**src/rtl/qu_rob.sv**
```systemverilog
// qu_rob: in-order-commit reorder buffer for the Qu out-of-order core.
// A mispredicted branch flushes the whole buffer when it commits.
package qu_pkg;
  localparam int ROB_DEPTH = 8;
  localparam int ROB_ADDR_WIDTH = 3;

  typedef logic [31:0] dest_t;

  typedef enum logic [1:0] {
    ROB_EMPTY   = 2'd0,
    ROB_PENDING = 2'd1,
    ROB_EXECUTE = 2'd2,
    ROB_RETIRED = 2'd3
  } rob_state_e;

  typedef struct packed {
    rob_state_e  state;
    logic [31:0] value;
    dest_t       dest;
    logic [6:0]  phyreg_old;
    logic        load;
    logic        store;
    logic [2:0]  ldst_funct3;
    logic        mispredicted_branch;
    logic [11:0] pc_new;
  } rob_cell_t;
endpackage

module qu_rob
  import qu_pkg::*;
#(
  parameter int DEPTH = ROB_DEPTH,
  parameter int AW    = ROB_ADDR_WIDTH
) (
  input  logic          clk,
  input  logic          rst_n,
  input  logic          alloc_valid,
  output logic          alloc_ready,
  output logic [AW-1:0] alloc_addr,
  input  logic [6:0]    alloc_phyreg_old,
  input  dest_t         alloc_dest,
  input  logic          alloc_load,
  input  logic          alloc_store,
  input  logic [2:0]    alloc_ldst_funct3,
  input  logic          issue_valid,
  input  logic [AW-1:0] issue_addr,
  input  logic          wb_valid,
  input  logic [AW-1:0] wb_addr,
  input  logic [31:0]   wb_value,
  input  logic [31:0]   wb_dest,
  input  logic          wb_mispredicted,
  input  logic [11:0]   wb_pc_new,
  output logic          commit_valid,
  input  logic          commit_ready,
  output logic [31:0]   commit_value,
  output logic [31:0]   commit_dest,
  output logic [6:0]    commit_phyreg_old,
  output logic          commit_load,
  output logic          commit_store,
  output logic [2:0]    commit_ldst_funct3,
  output logic [AW-1:0] commit_addr,
  output logic          flush,
  output logic [11:0]   flush_pc,
  output logic          empty,
  output logic          full,
  output logic [AW:0]   count
);

  rob_cell_t     cells_q [DEPTH];
  rob_cell_t     cells_d [DEPTH];
  logic [AW-1:0] head_q, head_d;
  logic [AW-1:0] tail_q, tail_d;
  logic [AW:0]   count_q, count_d;
  logic          flush_q, flush_d;
  logic [11:0]   flush_pc_q, flush_pc_d;

  logic      alloc_fire;
  logic      commit_fire;
  logic      flush_fire;
  rob_cell_t head_cell;

  assign head_cell   = cells_q[head_q];
  assign full        = (count_q == (AW+1)'(DEPTH));
  assign empty       = (count_q == '0);
  assign count       = count_q;
  assign alloc_ready = !full;
  assign alloc_addr  = tail_q;

  assign commit_valid       = (head_cell.state == ROB_RETIRED);
  assign commit_value       = head_cell.value;
  assign commit_dest        = head_cell.dest;
  assign commit_phyreg_old  = head_cell.phyreg_old;
  assign commit_load        = head_cell.load;
  assign commit_store       = head_cell.store;
  assign commit_ldst_funct3 = head_cell.ldst_funct3;
  assign commit_addr        = head_q;

  assign flush    = flush_q;
  assign flush_pc = flush_pc_q;

  assign alloc_fire  = alloc_valid && alloc_ready;
  assign commit_fire = commit_valid && commit_ready;
  assign flush_fire  = commit_fire && head_cell.mispredicted_branch;

  // issue/wb qualify on the pre-edge state, so an entry
  // being allocated this cycle cannot also be written back
  always_comb begin
    cells_d = cells_q;
    for (int i = 0; i < DEPTH; i++) begin
      if (alloc_fire && tail_q == AW'(i)) begin
        cells_d[i].state               = ROB_PENDING;
        cells_d[i].value               = '0;
        cells_d[i].dest                = alloc_dest;
        cells_d[i].phyreg_old          = alloc_phyreg_old;
        cells_d[i].load                = alloc_load;
        cells_d[i].store               = alloc_store;
        cells_d[i].ldst_funct3         = alloc_ldst_funct3;
        cells_d[i].mispredicted_branch = 1'b0;
        cells_d[i].pc_new              = '0;
      end
      if (issue_valid && issue_addr == AW'(i)
          && cells_q[i].state == ROB_PENDING) begin
        cells_d[i].state = ROB_EXECUTE;
      end
      if (wb_valid && wb_addr == AW'(i)
          && (cells_q[i].state == ROB_PENDING
              || cells_q[i].state == ROB_EXECUTE)) begin
        cells_d[i].state               = ROB_RETIRED;
        cells_d[i].value               = wb_value;
        cells_d[i].mispredicted_branch = wb_mispredicted;
        cells_d[i].pc_new              = wb_pc_new;
        if (cells_q[i].store) begin
          cells_d[i].dest = wb_dest;
        end
      end
      if (commit_fire && head_q == AW'(i)) begin
        cells_d[i].state = ROB_EMPTY;
      end
      if (flush_fire) begin
        cells_d[i] = '0;
      end
    end
  end

  always_comb begin
    head_d     = head_q;
    tail_d     = tail_q;
    count_d    = count_q;
    flush_d    = 1'b0;
    flush_pc_d = '0;
    if (flush_fire) begin
      head_d     = '0;
      tail_d     = '0;
      count_d    = '0;
      flush_d    = 1'b1;
      flush_pc_d = head_cell.pc_new;
    end else begin
      if (alloc_fire) begin
        tail_d = tail_q + 1'b1;
      end
      if (commit_fire) begin
        head_d = head_q + 1'b1;
      end
      count_d = count_q + (AW+1)'(alloc_fire)
                - (AW+1)'(commit_fire);
    end
  end

  always_ff @(posedge clk or negedge rst_n) begin
    if (!rst_n) begin
      for (int i = 0; i < DEPTH; i++) begin
        cells_q[i] <= '0;
      end
      head_q     <= '0;
      tail_q     <= '0;
      count_q    <= '0;
      flush_q    <= 1'b0;
      flush_pc_q <= '0;
    end else begin
      for (int i = 0; i < DEPTH; i++) begin
        cells_q[i] <= cells_d[i];
      end
      head_q     <= head_d;
      tail_q     <= tail_d;
      count_q    <= count_d;
      flush_q    <= flush_d;
      flush_pc_q <= flush_pc_d;
    end
  end

endmodule

```
**config.mk**
```make
export PLATFORM = sky130hd
export DESIGN_NAME = qu_rob
export DESIGN_NICKNAME = d
export VERILOG_FILES = /design/src/rtl/qu_rob.sv
export SDC_FILE = /design/constraint.sdc
export NUM_CORES = 2
export LEC_CHECK = 0
export BUFFER_PORTS_ARGS = -buffer_cell sky130_fd_sc_hd__buf_4
export CAP_MARGIN = 20
export CELL_PAD_IN_SITES_DETAIL_PLACEMENT = 0
export CELL_PAD_IN_SITES_GLOBAL_PLACEMENT = 2
export CORE_ASPECT_RATIO = 2
export CORE_MARGIN = 2
export CORE_UTILIZATION = 43
export CTS_BUF_LIST = sky130_fd_sc_hd__clkbuf_16
export DETAILED_ROUTE_END_ITERATION = 7
export PLACE_DENSITY_LB_ADDON = 0.3
export SLEW_MARGIN = 20
export SYNTH_ARGS = -nofsm -noshare
export SYNTH_HDL_FRONTEND = slang
export SYNTH_SLANG_ARGS = --single-unit
```
**constraint.sdc**
```tcl
create_clock -name clk -period 4.9 [get_ports clk]
set_input_delay 0.245 -clock clk [delete_from_list [all_inputs] [get_ports clk]]
set_output_delay 0.245 -clock clk [all_outputs]
set_load 0.1 [all_outputs]
```
-- After elaboration in Yosys (flattened, before gate mapping)
Index checks and enable logic that the tools add are counted.
- bits in registers: 751
- bits in latches: 0
- bits in writable memories: 0
- memory bits (read-only): 0
- bits of input ports: 133
- output and inout bits: 103
- logic and storage cells: 286
- memories: 0
- add/subtract/negate cells: 4
- multiply operators: 0
- divide/modulo/power cells: 0
- order comparisons: 1
- eq/ne operators: 46
- shifts and indexed selects: 0
- muxes and demuxes: 66
- bitwise operators: 1
- reduce and logical (&&, ||, !) cells: 91
- operator list (cell ; number):
    $mux W91 ; 18
    $mux W66 ; 8
    $bmux W91 S3 ; 1
    $mux W32 ; 8
    $mux W13 ; 8
    $logic_and A1 B1 Y1 ; 51
    $eq A3 B3 Y1 const B ; 16
    $reduce_bool A5 Y1 ; 8
    $mux W2 ; 16
    $eq A3 B2 Y1 const B ; 8
    $reduce_bool A3 Y1 ; 8
    $reduce_bool A2 Y1 ; 10
    $eq A2 B2 Y1 const B ; 9
    $eq A2 B1 Y1 const B ; 8
    $eq A3 B1 Y1 const B ; 4
    $logic_not A3 Y1 ; 4
    $mux W12 ; 1
    $mux W3 ; 4
    $logic_or A1 B1 Y1 ; 8
    $add A3 B1 Y3 const B ; 2
    $add A4 B1 Y4 ; 1
    $eq A4 B4 Y1 const B ; 1
    $ge A4 B4 Y1 const B ; 1
    $logic_not A4 Y1 ; 1
    5 further kinds ; 5

-- Longest topological paths before layout
- depth in word-level cells: 9
- depth in mapped cells: 14
- gate-level depth less buffers: 12

-- Worst setup path after synthesis
No wires, ideal clock.
- path type: register to register
- start point: reg count_q[2], in the netlist count[2]
- end point: reg count_q[2], in the netlist count[2]
- setup time: 0.126 ns
- arrival time: 3.678 ns
- required time: 4.774 ns
- setup slack: 1.096 ns
- stages on the path, launching flop included: 14
- path buffers: 2
- period minus slack after synthesis: 3.804 ns
- path through: dfrtp_1 > inv_1 > ha_1 > or3b_2 > clkbuf_1 > buf_2 > and2_1 > inv_1 > ha_1 > inv_1 > ha_1 > fa_1 > xnor2_1 > a21oi_1
- cells in the longest elaborated chain, start to end: 6
- ends and longest elaborated chain (item ; line ; text):
    from (decl) ; 73 ; logic [AW:0] count_q, count_d;
    from (signal assigned) ; 185 ; count_q <= count_d;
    $eq A4 B4 Y1 ; 83 ; assign full = (count_q == (AW+1)'(DEPTH));
    $logic_not A1 Y1 ; 86 ; assign alloc_ready = !full;
    via alloc_ready ; 38 ; output logic alloc_ready,
    $logic_and A1 B1 Y1 ; 101 ; assign alloc_fire = alloc_valid && alloc_ready;
    $add A4 B1 Y4 ; 164 ; count_d = count_q + (AW+1)'(alloc_fire)
    $sub A4 B1 Y4 ; 165 ; - (AW+1)'(commit_fire);
    $mux W4 ; 151 ; if (flush_fire) begin
    via count_d[2] ; 73 ;
The timed path passes the listed nets, and every way through them passes these cells.
A chain may end at the register's enable or synchronous reset.

-- Final worst setup path
- start point: reg head_q[0], in the netlist commit_addr[0]
- end point: out commit_dest[25]
- cells in the longest elaborated chain, start to end: 4
- ends and longest elaborated chain (item ; line ; text):
    from (decl) ; 71 ; logic [AW-1:0] head_q, head_d;
    from (signal assigned) ; 174 ; head_q <= '0;
    from (signal assigned) ; 183 ; head_q <= head_d;
    $not A3 Y4 (not written as such) ; 82 ; assign head_cell = cells_q[head_q];
    $bmux W91 S3 ; 82 ;
    $mux W91 (not written as such) (2 in a row) ; 82 ;
    to (decl) ; 56 ; output logic [31:0] commit_dest,
Every way passes these cells. The select of a mux whose other input is x is not followed.

==> results.py <==
metrics = {
    "worst_setup_path": {
        "regToRegEndpoint": "cells_q[34]$_DFF_PN0_",
        "end_kind": "output port",
        "slowest_delay_ps": 830,
        "crit_type": "flip-flop to output port",
        "required_ps": 4660,
        "worstSetupStartpointType": "flip-flop",
        "crit_path_max_fanout": 41,
        "r2r_cells": 5,
        "crit_family": "buffers and inverters",
        "path_buf_inv": 3,
        "cpMostUsedCell": "buf_4",
        "slowest_stage": "buf_4",
        "reg2reg_slack_ps": 930,
        "worstPathArrival_ps": 3870,
        "critical_path.cell_chain": "buf_4, buf_4, mux4_2, nand2_1, nand2_1, buf_4",
        "reg2reg_from": "commit_addr[1]$_DFFE_PN0P_",
    },
    "synthesis": {
        "netlist_instances": 4274,
        "synth-warning-count": 0,
        "synth_area_mm2": 0.0419,
        "ys.flop_type": "dfrtp_1",
        "syn_area_per_cell_um2": 9.80,
        "ys_async_sr_fraction": 1.00,
        "ys_seq_elements": 751,
        "synth_edf_count": 0,
        "synth_cell_types": 46,
        "synth_nets": 4434,
        "ys_seq_area_frac": 0.449,
    },
    "floorplanning": {
        "die_w_um": 225,
        "die-area_mm2": 0.100,
        "die_h_um": 445,
        "coreArea_mm2": 0.0965,
        "num_rows": 161,
        "start_util": 0.434,
        "io_pins": 236,
    },
    "sta": {
        "final.setup_skew_ps": 24.6,
        "finalMaxSlewViolations": 0,
        "period_minus_slack_ps": 4120,
        "fmax_mhz": 243,
        "setup_viol": 0,
        "fin_crit_sh": 0.840,
        "hold_viol_final": 0,
        "worst_slew_pin_slew_ps": 1170,
        "slew_headroom": 0.219,
        "setup-tns-final_ps": 0,
        "grt_setup_unrepaired": "false",
        "hold_slack_ps": 55.9,
    },
    "job": {
        "drv_cap": 0,
    },
    "min_path": {
        "holdPathEnd": "alloc_addr[2]$_DFFE_PN0P_",
        "holdPathStages": 3,
        "hp-class": "input pin to flip-flop",
        "hold_path.startpoint": "alloc_valid",
    },
    "route": {
        "routed_via_density": 6.52,
        "drc": 0,
        "wl_per_cell_um": 29.5,
        "first_pass_iters": 6,
        "vias": 36068,
        "drt_iter0_markers": 4575,
        "wirelength_um": 163000,
        "ant_nets": 0,
    },
    "run_status": {
        "status": "finished, final reports clean",
    },
    "cells_and_area": {
        "drive_above_1_share": 0.200,
        "nNetsFinal": 4406,
        "fillers": 8880,
        "syn2layout_area_growth_pct": 14.3,
    },
    "global_routing": {
        "grt_pass1_wl_um": 246000,
        "antenna_found_initial": 13,
        "grt_max_degree": 221,
        "grt_pass1_vias": 36839,
        "overflow": 0,
        "gr-usage-all-layers": 0.327,
    },
    "cts": {
        "root_buffer": "clkbuf_16",
        "hold_buffers": 160,
        "cts_buffers": 75,
        "cts_buffer_depth": 3,
        "cts-resized-gates": 0,
        "cts_setup_buffers": 0,
        "clk_latency_ps": 690,
        "h-tree-depth": 3,
        "path_clk_slew_ps": 70,
        "clock_sinks": 751,
        "tritoncts": "yes",
    },
    "place": {
        "hpwlAfterDp_um": 87400,
        "port_buffers": 235,
        "gp_congestion": 0.803,
    },
    "power_and_ir_drop": {
        "ir_drop_v": 0.000734,
        "power.total_mw": 36.8,
        "powerDensity_mw_per_mm2": 770,
        "leakagePower_nw": 22.2,
    },
}
==> placed cells by master (no fill, tap or decap), types with 6 or more instances in the layout <==
cell	instances
nand3_2	6
clkbuf_16	76
a221oi_2	200
dlygate4sd3_1	160
nand3_4	9
a22oi_1	368
nand3_1	364
buf_4	293
a32oi_1	8
ha_1	26
buf_12	25
a21oi_1	357
mux2i_1	111
a221oi_1	57
clkinv_2	13
dfrtp_1	748
bufinv_16	8
a21o_1	7
nor3_1	12
clkinv_1	18
o21ai_0	8
diode_2	10
nand2_1	861
inv_1	42
inv_6	6
nor2_1	261
mux4_2	178
and3_2	12
==> flip-flops by register name, summed over array words and instances (netlist names) <==
register     count
flush            1
cells_q        728
count            4
alloc_addr       3
flush_pc        12
commit_addr      3
==> power by group <==
group	internal [mW]	switching, mW	total (mW)
logic	6.51	13.8	20.3
clock network	3.25	2.71	5.96
registers	8.93	1.62	10.6
total	18.7	18.1	36.8
==> kinds of logic after synthesis <==
logic type,count (synthesis),synth area share
compound gates,1008,0.197
xor+xnor,3,0.000628
fa+ha+maj,27,0.00825
buf+inv,615,0.0638
flops,751,0.449
mux,297,0.125
simple gates,1573,0.157
==> through the flow <==
step / setup slack (ps) / utilization / area, um^2 / cells
detailed placement: 1370 / 0.454 / 43800 / 5231
CTS: 682 / 0.496 / 47800 / 5526
floorplan: 1100 / - / 41900 / 4274
global route: 538 / 0.496 / 47800 / 5530
global placement: 1370 / 0.454 / 43800 / 5231
finish: 784 / 0.496 / 47800 / 5536
==> worst register-to-register path, delay by kind of cell, from the launching register on <==
kind | cells | cell delay (ps)
buffers and inverters | 3 | 1850
multiplexers | 1 | 870
flip-flops | 1 | 830
AO/OA/AOI/OAI | 1 | 300
==> per-layer routing <==
layer,vias to the layer above,share of wire,wire [um],track usage
met5,-,0.00034,55,0
met4,8,0.039,6330,0.135
met3,378,0.070,11500,0.0532
met2,1766,0.50,82500,0.554
met1,18555,0.39,63100,0.414
li1,15361,-,-,-
==> synth_stat cells, types with 3 or more instances <==
master	n	area, um^2
nand2_1	867	3250
a22oi_1	368	2760
a221oi_1	57	499
mux2i_1	111	1110
mux2_2	4	45.0
and3_1	15	93.8
nor2_1	261	980
mux4_2	179	4030
nand4_1	5	31.3
xnor2_1	3	26.3
nand2b_1	3	18.8
and2_1	5	31.3
nor3_1	16	80.1
inv_1	29	109
buf_6	22	248
mux2_1	3	33.8
ha_1	26	325
nand3_1	378	1890
o21ai_0	8	40.0
buf_1	130	488
buf_2	157	786
clkbuf_1	275	1030
a221oi_2	200	3000
nor2b_1	5	31.3
a21o_1	7	52.6
a21oi_1	357	1790
a32oi_1	8	70.1
dfrtp_1	751	18800
==> worst max-delay path by stage <==
stage                                           from                   end  slack (ps)  cells past startpoint
final                     commit_addr[0]$_DFFE_PN0P_       commit_dest[25]         780                      6
after global placement    commit_addr[1]$_DFFE_PN0P_    count[1]$_DFF_PN0_        1370                     10
after detailed placement  commit_addr[1]$_DFFE_PN0P_    count[1]$_DFF_PN0_        1370                     10
after global routing      commit_addr[0]$_DFFE_PN0P_  commit_phyreg_old[6]         540                      6
after CTS                 commit_addr[0]$_DFFE_PN0P_  commit_phyreg_old[6]         680                      6
after floorplan                   count[2]$_DFF_PN0_    count[2]$_DFF_PN0_        1100                     13
==> cell type report <==
| type | instances | area, um^2 | area share |
|---|---|---|---|
| Inverter | 31 | 129 | 0.00269 |
| Sequential cell | 751 | 18800 | 0.393 |
| Clock inverter | 59 | 489 | 0.0102 |
| Multi-Input combinational cell | 2908 | 20600 | 0.432 |
| Clock buffer | 76 | 1900 | 0.0397 |
| Antenna cell | 10 | 25.0 | 0.000523 |
| Timing Repair Buffer | 479 | 4320 | 0.0902 |
| Tap cell | 1222 | 1530 | 0.0320 |
(Power assumes the default switching activity.)
